**src/rtl/add_pkg.sv**
```systemverilog
// Shared definitions for the add_sched block: default data width, FSM state
// encodings and requester index constants.
package add_pkg;

  localparam int DW_DEF = 32;

  typedef enum logic {
    IDLE = 1'b0,
    FULL = 1'b1
  } state_t;

  localparam logic REQ0 = 1'b0;
  localparam logic REQ1 = 1'b1;

endpackage : add_pkg

```
**src/rtl/add_sched_if.sv**
```systemverilog
// Handshake bundle between two requesters, the consumer and add_sched.
// Optional macro ADD_SCHED_CARRY_EN adds the registered carry-out resp_cout.
interface add_sched_if
  import add_pkg::*;
#(
  parameter int DW = DW_DEF
);

  logic          req0_valid;
  logic [DW-1:0] req0_a;
  logic [DW-1:0] req0_b;
  logic          req0_ready;

  logic          req1_valid;
  logic [DW-1:0] req1_a;
  logic [DW-1:0] req1_b;
  logic          req1_ready;

  logic          resp_valid;
  logic          resp_ready;
  logic          resp_id;
  logic [DW-1:0] resp_sum;
`ifdef ADD_SCHED_CARRY_EN
  logic          resp_cout;
`endif

  // Requesters and consumer side.
  modport master (
    output req0_valid, req0_a, req0_b,
    input  req0_ready,
    output req1_valid, req1_a, req1_b,
    input  req1_ready,
    input  resp_valid, resp_id, resp_sum,
`ifdef ADD_SCHED_CARRY_EN
    input  resp_cout,
`endif
    output resp_ready
  );

  // Scheduler side.
  modport slave (
    input  req0_valid, req0_a, req0_b,
    output req0_ready,
    input  req1_valid, req1_a, req1_b,
    output req1_ready,
    output resp_valid, resp_id, resp_sum,
`ifdef ADD_SCHED_CARRY_EN
    output resp_cout,
`endif
    input  resp_ready
  );

endinterface : add_sched_if

```
**src/rtl/add_sched_rr_arb2.sv**
```systemverilog
// Two-way round-robin grant. A lone valid wins outright; on a tie, or with
// nothing valid, the grant points at the requester that was not served last.
module rr_arb2
  import add_pkg::*;
(
  input  logic [1:0] valid,
  input  logic       last,
  output logic       grant
);

  // Pick the granted requester from the valids and the last-served index.
  always_comb begin
    grant = ~last;
    case (valid)
      2'b01:   grant = REQ0;
      2'b10:   grant = REQ1;
      default: grant = ~last;
    endcase
  end

endmodule : rr_arb2

```
**src/rtl/add_sched.sv**
```systemverilog
// add_sched: two requesters share one adder through a round-robin grant and a
// single-entry result register. Results appear one cycle after acceptance and
// can stream back-to-back while the consumer keeps resp_ready high.
// Optional macro ADD_SCHED_CARRY_EN adds resp_cout (bit DW of a+b).
module add_sched
  import add_pkg::*;
#(
  parameter int   DW    = DW_DEF,
  parameter logic LAST0 = 1'b1
) (
  input  logic        clk,
  input  logic        rst,
  add_sched_if.slave  bus
);

  state_t        state_r;
  state_t        state_nxt_s;
  logic          last_r;
  logic          grant_s;
  logic          can_accept_s;
  logic          accept_s;
  logic [DW-1:0] sel_a_s;
  logic [DW-1:0] sel_b_s;
  logic [DW:0]   sum_s;
  logic          resp_id_r;
  logic [DW-1:0] resp_sum_r;
  logic          resp_cout_r;

  rr_arb2 u_arb (
    .valid ({bus.req1_valid, bus.req0_valid}),
    .last  (last_r),
    .grant (grant_s)
  );

  // Handshake decode: room for a new result, per-requester readys, accept.
  always_comb begin
    can_accept_s   = ~rst & ((state_r == IDLE) | bus.resp_ready);
    bus.req0_ready = can_accept_s & (grant_s == REQ0);
    bus.req1_ready = can_accept_s & (grant_s == REQ1);
    accept_s       = (bus.req0_valid & bus.req0_ready) |
                     (bus.req1_valid & bus.req1_ready);
  end

  // Operand mux in front of the shared adder; the extra bit captures carry.
  always_comb begin
    if (grant_s == REQ1) begin
      sel_a_s = bus.req1_a;
      sel_b_s = bus.req1_b;
    end else begin
      sel_a_s = bus.req0_a;
      sel_b_s = bus.req0_b;
    end
    sum_s = {1'b0, sel_a_s} + {1'b0, sel_b_s};
  end

  // FSM next state: an accept always fills; a drained result empties.
  always_comb begin
    state_nxt_s = state_r;
    if (accept_s) begin
      state_nxt_s = FULL;
    end else if ((state_r == FULL) && bus.resp_ready) begin
      state_nxt_s = IDLE;
    end else begin
      state_nxt_s = state_r;
    end
  end

  // FSM state register.
  always_ff @(posedge clk) begin
    if (rst) begin
      state_r <= IDLE;
    end else begin
      state_r <= state_nxt_s;
    end
  end

  // Round-robin pointer moves only when a request is actually taken.
  always_ff @(posedge clk) begin
    if (rst) begin
      last_r <= LAST0;
    end else if (accept_s) begin
      last_r <= grant_s;
    end else begin
      last_r <= last_r;
    end
  end

  // Result register: loaded on accept, otherwise held stable.
  always_ff @(posedge clk) begin
    if (rst) begin
      resp_id_r   <= 1'b0;
      resp_sum_r  <= '0;
      resp_cout_r <= 1'b0;
    end else if (accept_s) begin
      resp_id_r   <= grant_s;
      resp_sum_r  <= sum_s[DW-1:0];
      resp_cout_r <= sum_s[DW];
    end else begin
      resp_id_r   <= resp_id_r;
      resp_sum_r  <= resp_sum_r;
      resp_cout_r <= resp_cout_r;
    end
  end

  assign bus.resp_valid = (state_r == FULL);
  assign bus.resp_id    = resp_id_r;
  assign bus.resp_sum   = resp_sum_r;

`ifdef ADD_SCHED_CARRY_EN
  assign bus.resp_cout  = resp_cout_r;
`else
  // Carry is computed but intentionally discarded in this build.
  logic unused_cout_s;
  assign unused_cout_s  = resp_cout_r;
`endif

endmodule : add_sched

```
**src/flat_wrapper.sv**
```systemverilog
// flat-port wrapper written by rule: the top's interface ports become plain ports
module add_sched_flat import add_pkg::*;
#(
  parameter int   DW    = DW_DEF,
  parameter logic LAST0 = 1'b1
)
  (clk, rst, bus_req0_valid, bus_req0_a, bus_req0_b, bus_req0_ready, bus_req1_valid, bus_req1_a, bus_req1_b, bus_req1_ready, bus_resp_valid, bus_resp_id, bus_resp_sum, bus_resp_ready);
  add_sched_if #(.DW(DW)) bus_i ();
  input  logic clk;
  input  logic rst;
  input wire logic [$bits(bus_i.req0_valid)-1:0] bus_req0_valid;
  input wire logic [$bits(bus_i.req0_a)-1:0] bus_req0_a;
  input wire logic [$bits(bus_i.req0_b)-1:0] bus_req0_b;
  output wire logic [$bits(bus_i.req0_ready)-1:0] bus_req0_ready;
  input wire logic [$bits(bus_i.req1_valid)-1:0] bus_req1_valid;
  input wire logic [$bits(bus_i.req1_a)-1:0] bus_req1_a;
  input wire logic [$bits(bus_i.req1_b)-1:0] bus_req1_b;
  output wire logic [$bits(bus_i.req1_ready)-1:0] bus_req1_ready;
  output wire logic [$bits(bus_i.resp_valid)-1:0] bus_resp_valid;
  output wire logic [$bits(bus_i.resp_id)-1:0] bus_resp_id;
  output wire logic [$bits(bus_i.resp_sum)-1:0] bus_resp_sum;
  input wire logic [$bits(bus_i.resp_ready)-1:0] bus_resp_ready;
  assign bus_i.req0_valid = bus_req0_valid;
  assign bus_i.req0_a = bus_req0_a;
  assign bus_i.req0_b = bus_req0_b;
  assign bus_req0_ready = bus_i.req0_ready;
  assign bus_i.req1_valid = bus_req1_valid;
  assign bus_i.req1_a = bus_req1_a;
  assign bus_i.req1_b = bus_req1_b;
  assign bus_req1_ready = bus_i.req1_ready;
  assign bus_resp_valid = bus_i.resp_valid;
  assign bus_resp_id = bus_i.resp_id;
  assign bus_resp_sum = bus_i.resp_sum;
  assign bus_i.resp_ready = bus_resp_ready;
  add_sched #(.DW(DW), .LAST0(LAST0)) u_core (.clk(clk), .rst(rst), .bus(bus_i));
endmodule
```
**config.mk**
```make
export PLATFORM = sky130hd
export DESIGN_NAME = add_sched_flat
export DESIGN_NICKNAME = d
export VERILOG_FILES = /design/src/rtl/add_pkg.sv /design/src/rtl/add_sched_if.sv /design/src/rtl/add_sched_rr_arb2.sv /design/src/rtl/add_sched.sv /design/src/flat_wrapper.sv
export SDC_FILE = /design/constraint.sdc
export NUM_CORES = 1
export LEC_CHECK = 0
export BUFFER_PORTS_ARGS = -buffer_cell sky130_fd_sc_hd__buf_2
export CAP_MARGIN = 20
export CORE_MARGIN = 5
export CORE_UTILIZATION = 44
export CTS_CLUSTER_DIAMETER = 50
export DETAILED_ROUTE_END_ITERATION = 10
export PLACE_DENSITY = 0.75
export SETUP_SLACK_MARGIN = 0.5
export SLEW_MARGIN = 0
export SYNTH_ARGS = -nofsm -noshare
export SYNTH_HDL_FRONTEND = slang
export SYNTH_SLANG_ARGS = --single-unit
```
**constraint.sdc**
```tcl
create_clock -name clk -period 4.5 [get_ports clk]
set_input_delay 1.125 -clock clk [delete_from_list [all_inputs] [get_ports clk]]
set_output_delay 1.125 -clock clk [all_outputs]
set_load 0.05 [all_outputs]
```
# Yosys cells after proc, flatten, opt, wreduce, memory -nomap -nowiden
# Cells that the tools add are included.
[op_classes]
eq_ne = 2
bitwise_logic = 11
addsub = 1
reduce_logical = 2
muxes = 5
[op_table]
columns = ["op", "count"]
rows = [
  ["$mux W32", 2],
  ["$add A32 B32 Y32", 1],
  ["$and A1 B1 Y1", 5],
  ["$not A1 Y1", 4],
  ["$eq A2 B1 Y1 const B", 1],
  ["$eq A2 B2 Y1 const B", 1],
  ["$mux W1", 2],
  ["$or A1 B1 Y1", 2],
  ["$pmux W1 S2", 1],
  ["$reduce_bool A2 Y1", 1],
  ["$logic_and A1 B1 Y1", 1],
]
[totals]
in_bits = 133
regBits = 35
out_inout_bits = 36
wordCells = 25

# Logic depth before layout (Yosys ltp)
[depth]
word_depth = 7
ltp_mapped = 16
depth_no_buf = 15

# Modules after synthesis
# A second synthesis with hierarchy kept.
[unflattened]
cells_unflattened = 449
area_unflattened_um2 = 3807.4
[modules_own_cells]
columns = ["module", "cells_each", "seq_area_each_um2", "instances", "area_each_um2"]
rows = [
  ["add_sched", 445, 700.7, 1, 3777.4],
  ["rr_arb2", 4, 0.0, 1, 30.0],
]

# Least setup slack after synthesis
# OpenSTA, ideal clock, no wires.
[synth_timing]
path_kind = "input to register"
start = "in bus_req0_valid"
end = "reg u_core.resp_sum_r[30], in the netlist u_core.bus.resp_sum[30]"
setup_time_ns = 0.117
arrival_ns = 4.614
path_buffers = 2
required_ns = 4.383
path_stages = 14
path_slack_ns = -0.231
cell_sequence = "inv_1 > ha_1 > mux2i_2 > clkbuf_1 > clkbuf_1 > mux2_2 > ha_1 > a21oi_1 > o21bai_1 > a21oi_1 > o21ai_0 > a221o_1 > or3_1 > a32o_1"
[synth_via]
elab_chain_cells = 6
word_cells_on_any_way = 12
classes_between = "add/sub (1); eq/ne (2); mux (3); bitwise (6)"
[synth_rtl]
columns = ["element", "line_no", "rtl"]
rows = [
  ["from (decl)", "flat_wrapper.sv:11", "input wire logic [$bits(bus_i.req0_valid)-1:0] bus_req0_valid;"],
  ["parallel branches: the longest is 6 deep, another holds $add A32 B32 Y32", "--", ""],
  ["to (signal assigned)", "add_sched.sv:96", "resp_sum_r <= sum_s[DW-1:0];"],
  ["to (signal assigned)", "add_sched.sv:100", "resp_sum_r <= resp_sum_r;"],
  ["to (decl)", "add_sched.sv:26", "logic [DW-1:0] resp_sum_r;"],
]
# Parallel ways; which one is timed is not known.
# A chain may end at the register's enable or synchronous reset.

# Final worst setup path
# Ends and elaborated chain as after synthesis.

==> impl_metrics.env <==
export IMPL_synthArstFlopShare_pct=0
export IMPL_worstPathRequired_ps=4690
export IMPL_yosysSeqAreaShare_pct=18.33
export IMPL_period_share_pct=93.10
export IMPL_num_vias=4424
export IMPL_drt_first_pass_iters=4
export IMPL_hold_violations=0
export IMPL_globalplace_congestion=0.9135
export IMPL_die_area_um2=10650
export IMPL_place_hpwl_mm=9.444
export IMPL_crit_type="input port to register"
export IMPL_path_buf_inv=5
export IMPL_timing_fmax_ghz=0.2387
export IMPL_drive_gt1_share_pct=58.16
export IMPL_ys_warn_count=0
export IMPL_num_fill_cells=634
export IMPL_insertion_delay_ps=290
export IMPL_rsz0062_at_grt="yes"
export IMPL_cts_buffer_depth=2
export IMPL_core_area_um2=8593
export IMPL_start_kind="input port"
export IMPL_max_stage_delay_ps=320
export IMPL_wl_per_cell_um=17.93
export IMPL_postRouteAntennaNets=0
export IMPL_period_minus_slack_ps=4190
export IMPL_port_buffers=168
export IMPL_gr_total_overflow=0
export IMPL_htreeDepth=2
export IMPL_status="completed"
export IMPL_ys_ff_latch=35
export IMPL_synthCells=462
export IMPL_num_io_pins=169
export IMPL_fin_worst_skew_ps=3.882
export IMPL_fin_tns_setup_ps=0
export IMPL_cts_tree="built"
export IMPL_grt_pass1_wl_mm=20.96
export IMPL_drt_iter0_drc=256
export IMPL_min_path_type="register to register"
export IMPL_p_per_area_nw_per_um2=362.5
export IMPL_slowest_stage="mux2_4"
export IMPL_grt_usage_pct=24.57
export IMPL_drv_slew=0
export IMPL_max_slew_margin_rel_pct=56.94
export IMPL_syn_to_final_growth_pct=61.37
export IMPL_die_w_um=103.2
export IMPL_ys_types=60
export IMPL_finalSetupViolCount=0
export IMPL_path_max_fanout=6
export IMPL_nets=839
export IMPL_timing_hold_ws_ps=456.7
export IMPL_netlist_area_um2=3822
export IMPL_cts_sinks=35
export IMPL_worstMarginPinSlew_ps=645.9
export IMPL_grt_pass1_vias=4567
export IMPL_drt_wl_total_mm=14.03
export IMPL_maxCapViolations=0
export IMPL_cts_hold_buf=0
export IMPL_end_kind="register"
export IMPL_place_ws_ps=-49.26
export IMPL_stdcell_count=782
export IMPL_cp_top_family="compound AO/OA/AOI/OAI gates"
export IMPL_placed_cells_incl_taps=742
export IMPL_start_util_pct=44.48
export IMPL_synth_main_ff_cell="dfxtp_1"
export IMPL_grt_max_degree=39
export IMPL_syn_nets=628
export IMPL_leakagePower_nw=2.768
export IMPL_std_cell_rows=34
export IMPL_cp_cell_sequence="buf_12, inv_12, ha_4, mux2i_4, buf_12, buf_4, buf_6, mux2_4, ha_4, a21o_1, a21o_1, a21oi_2, nor3_2, nor2_2, a21boi_2, or3_1, a32o_1"
export IMPL_cts_root_buf="clkbuf_8"
export IMPL_worstPathArrival_ps=4380
export IMPL_die_y_um=103.2
export IMPL_synth_edf_count=0
export IMPL_synth_area_per_cell_um2=8.274
export IMPL_vias_per_cell=5.657
export IMPL_clkSlewWorstSetupHoldPaths_ps=70
export IMPL_drc=0
export IMPL_antenna_cells=0
export IMPL_cts_buffers=5
export IMPL_setup_ws_ps=310.3
export IMPL_max_vdd_ir_drop_uv=159.9
export IMPL_antenna_found_initial=0
path summary, 6_finish.rpt:
check / startpoint / to / slack (ps) / cells after the start
worst max register to register: u_core.last_r / u_core.bus.resp_sum[30] / 1260 / 14
worst max-delay path: bus_req0_valid / u_core.bus.resp_sum[30] / 310 / 17
worst min-delay path: u_core.bus.resp_sum[1] / u_core.bus.resp_sum[1] / 460 / 2
worst min register to register: u_core.bus.resp_sum[1] / u_core.bus.resp_sum[1] / 460 / 2
cell usage after synthesis, types with 7 or more instances:
| master | count | area share, % |
|---|---|---|
| mux2_2 | 62 | 18 |
| nand2_1 | 50 | 4.9 |
| a21oi_1 | 43 | 5.6 |
| dfxtp_1 | 35 | 18 |
| ha_1 | 32 | 10 |
| nor2_1 | 22 | 2.2 |
| a21o_1 | 20 | 3.9 |
| o21ai_0 | 19 | 2.5 |
| xnor2_1 | 17 | 3.9 |
| clkbuf_1 | 16 | 1.6 |
| nand3b_1 | 14 | 2.7 |
| o21bai_1 | 12 | 2.4 |
| inv_1 | 11 | 1.1 |
| buf_2 | 7 | 0.92 |
| nand4_1 | 7 | 1.1 |
| nor3_1 | 7 | 0.92 |
tightest hold or removal path: stages, from the launching register on:
cell and delay (ps):
dfxtp_1 310, nand2_1 50, a21oi_1 50
layout make-up:
type                    count  area (um^2)  share of cell area (%)
clock buffers               6        82.58                   1.339
clock inverters             2        35.03                  0.5680
inverters                  11        53.80                  0.8722
multi-input cells         389         3672                   59.53
flip-flops and latches     35        700.7                   11.36
well taps                 108        135.1                   2.191
repair buffers            231         1489                   24.14
layer usage:
layer / part of all wire, % / track usage (%) / vias up / routed length (um)
met5: 0 / 0 / - / 0
met4: 2.4 / 9.064 / 0 / 337
met3: 6.6 / 3.823 / 33 / 929
met2: 51 / 44.15 / 193 / 7188
met1: 40 / 29.42 / 2079 / 5570
li1: - / - / 2119 / -
through the flow:
stage	cell area, um^2	utilization [%]	total power, W
2_1_floorplan	4180	-	0.001321
3_3_place_gp	5206	60.59	0.001603
3_5_place_dp	5206	60.59	0.001629
4_1_cts	5971	69.48	0.002120
5_1_grt	6168	71.78	0.002357
6_report	6168	71.78	0.002236
kinds of logic after synthesis:
family | count (synthesis) | share of synthesized area, %
DFF | 35 | 18.33
buffers and inverters | 38 | 4.157
AOI/OAI and AO/OA | 142 | 25.86
xor gates and xnor gates | 23 | 5.270
and+or+nand+nor | 127 | 16.50
adders and majority gates | 33 | 11.00
muxes | 64 | 18.89
repair_timing:
| item | in CTS | in global routing |
|---|---|---|
| cloned | 3 | 0 |
| endpoints found under the setup margin | 17 | 21 |
| setup buffers | 23 | 6 |
| pin swaps | 47 | 25 |
| resized for setup | 69 | 37 |
power breakdown:
part           switching (W)  total, W  internal, W
logic               0.000845   0.00155     0.000703
clock network       0.000117  0.000296     0.000179
registers          0.0000303  0.000392     0.000362
total               0.000992   0.00224      0.00124
registers in the layout, indices dropped and copies added (netlist names):
name and flops:
u_core.bus.resp_valid 1, u_core.last_r 1, u_core.bus.resp_sum 32, u_core.bus.resp_id 1
cell usage in the layout, fill, tap and decap left out, types with 15 or more instances in the layout:
master and count:
mux2_4 23, mux2_2 39, xnor2_1 15, nand2_1 45
buf_4 50, a21o_1 19, dfxtp_1 35, nor2_1 19
ha_4 23, buf_2 166, a21oi_1 30
No activity file was read; power rests on OpenSTA's default activity.
